<file path="src/rtl/spi_memory_controller.sv">
// Sequencing FSM for the SPI memory slave: one address/command frame followed by
// one data frame, steering the shift register, address latch, memory write and MISO buffer.
module spi_memory_controller #(
  parameter int WIDTH = 8,
  parameter int CNTW  = 4
) (
  input  logic             clk,
  input  logic             resetN,
  input  logic             csN,
  input  logic             sclkPosEdge,
  input  logic [WIDTH-1:0] srParallelOut,
  output logic             srParallelLoad,
  output logic             addrLatchEn,
  output logic             dmWriteEn,
  output logic             misoEn,
  output logic             rwBit,
  output logic             busy,
  output logic [2:0]       state
);

  typedef enum logic [2:0] {
    IDLE        = 3'd0,
    GET_ADDR    = 3'd1,
    LATCH_ADDR  = 3'd2,
    READ_LOAD   = 3'd3,
    READ_SHIFT  = 3'd4,
    WRITE_SHIFT = 3'd5,
    WRITE_MEM   = 3'd6,
    DONE        = 3'd7
  } state_t;

  localparam logic [CNTW-1:0] LAST_BIT = CNTW'(WIDTH - 1);

  state_t          state_reg, state_next;
  logic [CNTW-1:0] cnt_reg, cnt_next;
  logic            rw_reg, rw_next;

  // Address bits are consumed by the external latch, only the R/W bit is used here.
  logic unused_addr_bits;
  assign unused_addr_bits = ^srParallelOut[WIDTH-1:1];

  always_ff @(posedge clk or negedge resetN) begin
    if (!resetN) begin
      state_reg <= IDLE;
      cnt_reg   <= '0;
      rw_reg    <= 1'b0;
    end else begin
      state_reg <= state_next;
      cnt_reg   <= cnt_next;
      rw_reg    <= rw_next;
    end
  end

  always_comb begin
    state_next = state_reg;
    cnt_next   = cnt_reg;
    rw_next    = rw_reg;

    // The R/W bit is captured alongside the external address latch strobe.
    if (state_reg == LATCH_ADDR) begin
      rw_next = srParallelOut[0];
    end

    if (csN) begin
      // Deselect aborts from any state, even on a simultaneous final SCLK edge.
      state_next = IDLE;
      cnt_next   = '0;
    end else begin
      case (state_reg)
        IDLE: begin
          state_next = GET_ADDR;
          cnt_next   = '0;
        end
        GET_ADDR: begin
          if (sclkPosEdge) begin
            cnt_next = cnt_reg + CNTW'(1);
            if (cnt_reg == LAST_BIT) begin
              state_next = LATCH_ADDR;
            end
          end
        end
        LATCH_ADDR: begin
          cnt_next   = '0;
          state_next = srParallelOut[0] ? READ_LOAD : WRITE_SHIFT;
        end
        READ_LOAD: begin
          state_next = READ_SHIFT;
        end
        READ_SHIFT: begin
          if (sclkPosEdge) begin
            cnt_next = cnt_reg + CNTW'(1);
            if (cnt_reg == LAST_BIT) begin
              state_next = DONE;
            end
          end
        end
        WRITE_SHIFT: begin
          if (sclkPosEdge) begin
            cnt_next = cnt_reg + CNTW'(1);
            if (cnt_reg == LAST_BIT) begin
              state_next = WRITE_MEM;
            end
          end
        end
        WRITE_MEM: begin
          state_next = DONE;
        end
        DONE: begin
          state_next = DONE;
        end
        default: begin
          state_next = IDLE;
          cnt_next   = '0;
        end
      endcase
    end
  end

  // Moore decode straight from the state register keeps every strobe glitch-free.
  always_comb begin
    addrLatchEn    = (state_reg == LATCH_ADDR);
    srParallelLoad = (state_reg == READ_LOAD);
    dmWriteEn      = (state_reg == WRITE_MEM);
    misoEn         = (state_reg == READ_LOAD) || (state_reg == READ_SHIFT);
    busy           = (state_reg != IDLE);
  end

  assign rwBit = rw_reg;
  assign state = state_reg;

endmodule

</file>
<file path="config.mk">
export PLATFORM = sky130hd
export DESIGN_NAME = spi_memory_controller
export DESIGN_NICKNAME = d
export VERILOG_FILES = /design/src/rtl/spi_memory_controller.sv
export SDC_FILE = /design/constraint.sdc
export NUM_CORES = 1
export LEC_CHECK = 0
export ABC_AREA = 1
export CORE_MARGIN = 1
export CORE_UTILIZATION = 30
export CTS_CLUSTER_SIZE = 10
export DETAILED_ROUTE_END_ITERATION = 10
export GPL_ROUTABILITY_DRIVEN = 1
export PLACE_DENSITY_LB_ADDON = 0.1
export SYNTH_ARGS = -nofsm -noshare
export SYNTH_HDL_FRONTEND = slang
export SYNTH_SLANG_ARGS = --single-unit
</file>
<file path="constraint.sdc">
create_clock -name clk -period 1.1 [get_ports clk]
set_input_delay 0.22 -clock clk [delete_from_list [all_inputs] [get_ports clk]]
set_output_delay 0.22 -clock clk [all_outputs]
set_load 0.02 [all_outputs]
</file>
==> metrics.txt, run 1 <==
final setup TNS=-3130 ps; min Tclk post-route=between 1000 and 1500 ps; highest clock rate=0.713 GHz; Worst setup SP type=register; Avg Cell Area, Syn=between 6 and 7 µm²; total CTS buffers=3; Diodes inserted=0; HPWL Detailed=1050 µm; WL/cell=11.7 µm; clk_skew=about 8.4 ps; required time of the critical path=between 800 and 900 ps; routed wire length=about 1600 µm; Leak=a little over 0.5 nW; antenna-violating nets left=0; Critical R2R Capture=cnt_reg[3]$_DFFE_PN0P_; Total Power=0.00227 W; port buffer count=13; worst slew pin tran=around 370 ps; Vias=630; status=finished, violations left; Largest register FFs=4; Critical Path Max Stage Delay=about 440 ps; fin cells=about 140; nets=roughly 130; core area=roughly 1600 µm²; post-synth cell types=20; failing checks=negative setup slack; first-pass GRT wire length=2250 µm; number of global-route vias before repair=~520; Die Area=between 1500 and 2000 µm²; Die Wd=between 40 and 50 µm; worst vdd ir=0.00148 V; placed cells=~120; H-tree depth=1; fin crit share=127%; synthesized flop and latch total=8; Ys Warns=0; kind of critical path=register to output port; GRT Util Overall=15.6%; RR Startpoint=state[0]$_DFFE_PN0P_; Worst-Skew Late Latency=250 ps; crit path max fanout=4; I/O pins=21; syn_nets=90; initial core utilization=33.7%; vias per cell=roughly 4.7; HP Class=primary input to asynchronous set/reset pin; CTS clk-pin slew, worst paths=approximately 60 ps; grt ovf=0; setup slack, reg-to-reg=-300 ps; fraction of layout cells with a size suffix above 1=55.5%; min setup slack post-route=-302 ps; GP Congestion=0.796; Cell Chain, Critical Path=nor2_2, nand2_1, clkdlybuf4s15_2; Finish-stage setup viols=14; Mapped Area=between 500 and 600 µm²; largest net degree at the start of global routing=9; Critical Path End Type=output port; 1st-pass router iterations=6; Sink Count=8; Layout area overhead=85.8%; Core Util, Final=around 63%; RSZ-0062 raised after global routing=true; Slew Limit Headroom=about three quarters; pwr dens=around 2300 nW/µm²; Reg2Reg Depth=8; drt initial violations=14; Hold Violations, Final=0; Critical Path AT=~1200 ps; CTS tree=done; Max Cap Violations=0; Seq/Total Area, Yosys=37.7%; DRC Markers=0; Max Buffers Root-to-Sink=2; Place WS=-417 ps; initial antenna violation count=0; CTS Root Cell=clkbuf_4; Die H=44.1 µm; # rows=14; Crit-path slowest cell=dfrtp_2; cells after synthesis=between 70 and 80; fin. max-slew vios=0
[cell type report]
type	count	area, µm²
clock buffer	4	26.3
fill	141	591
inverter	10	37.5
multi-input combinational	57	345
sequential	8	204
tap	16	20.0
timing repair buffer	40	353
[critical path: cells and delay by family, from the launching register on]
kind                   cells  cell delay (ps)
DFF                        1              440
buffers and inverters      1              250
and+or+nand+nor            2              230
[worst max-delay path by stage]
stage | cells past startpoint | start | endpoint | slack [ps]
final | 3 | state[1]$_DFFE_PN0P_ | busy | -300
after global routing | 3 | state[1]$_DFFE_PN0P_ | busy | -360
after CTS | 3 | state[1]$_DFFE_PN0P_ | busy | -280
after detailed placement | 4 | state[1]$_DFFE_PN0P_ | misoEn | -420
after global placement | 4 | state[1]$_DFFE_PN0P_ | misoEn | -390
after floorplan | 6 | state[1]$_DFFE_PN0P_ | cnt_reg[0]$_DFFE_PN0P_ | -70
[logic make-up (layout without fill, tap and decap cells)]
logic type               after synthesis  in the layout  synth area share (%)
adder cells (fa/ha/maj)                1              1                  2.36
flip-flops                             8              8                  37.7
AO/OA/AOI/OAI                         10             10                  11.3
buffers and inverters                 12             54                  10.1
AND/OR/NAND/NOR                       46             46                  38.4
[per-stage QoR]
| stage | cell area, µm² | hold WS (ps) |
|---|---|---|
| final | 986 | 247 |
| after global routing | 986 | 270 |
| after CTS | 860 | 255 |
| after detailed placement | 822 | 487 |
| after global placement | 822 | 474 |
| after floorplan | 559 | -75.6 |
[layout by cell type (no fill, tap or decap)]
cell	instances
dfrtp_2	3
o21ai_1	3
inv_1	6
a21oi_2	1
nand3_2	2
dfrtp_1	5
nand2_2	5
clkdlybuf4s50_1	4
nand2_4	1
nand3b_1	1
nor2_4	3
nor3_1	1
ha_1	1
clkdlybuf4s15_2	1
nand4_1	1
nand2_1	16
a21oi_1	2
o21ai_2	3
buf_2	1
inv_2	4
clkbuf_4	3
buf_4	23
clkbuf_1	1
nor2_1	5
nand3_1	7
nor2_2	4
buf_6	11
o21bai_4	1
[Yosys cell counts]
cell / count / area share, %
o21ai_1: 2 / 1.9
nor2_2: 1 / 1.2
nor2_1: 10 / 7.1
a21oi_1: 2 / 1.9
nor3_1: 1 / 0.94
ha_1: 1 / 2.4
nand2_2: 1 / 1.2
nand3_1: 9 / 8.5
inv_1: 7 / 5.0
nand3b_1: 1 / 1.4
nor2_4: 1 / 2.1
dfrtp_1: 8 / 38
buf_2: 1 / 0.94
a21oi_2: 1 / 1.7
buf_6: 1 / 2.1
nand2_1: 21 / 15
inv_2: 3 / 2.1
nand4_1: 1 / 1.2
o21ai_0: 4 / 3.8
o21bai_2: 1 / 2.1
[power breakdown]
part | leakage [nW] | total [W] | internal (W) | switching, W
clock | 0.0150 | 0.000234 | 0.000138 | 0.0000952
combinational | 0.402 | 0.00157 | 0.000793 | 0.000775
sequential | 0.103 | 0.000469 | 0.000382 | 0.0000867
[repair_timing]
| item | in CTS | in global routing |
|---|---|---|
| hold buffers | 0 | 0 |
| buffers inserted | 2 | 7 |
| gates resized for setup | 48 | 22 |
| endpoints found under the setup margin | 16 | 15 |
| pin swaps | 2 | 8 |
[per-layer routing]
metal | routed length [µm] | GRT usage (%) | vias to the layer above
met4 | 0 | 7.27 | 0
li1 | - | - | 328
met5 | 0 | 0 | -
met1 | 770 | 21.8 | 289
met2 | 777 | 23.8 | 13
met3 | 39 | 2.45 | 0
No activity file was read; power rests on OpenSTA's default activity.
==> inputs of run 2 (changes only) <==
--- a/config.mk
+++ b/config.mk
@@ -8,9 +8,7 @@
 export ABC_AREA = 1
 export CORE_MARGIN = 1
 export CORE_UTILIZATION = 30
-export CTS_CLUSTER_SIZE = 10
 export DETAILED_ROUTE_END_ITERATION = 10
-export GPL_ROUTABILITY_DRIVEN = 1
 export PLACE_DENSITY_LB_ADDON = 0.1
 export SYNTH_ARGS = -nofsm -noshare
 export SYNTH_HDL_FRONTEND = slang
==> results of run 2 <==
Final layout, timing and power as in run 1 (identical DEF).
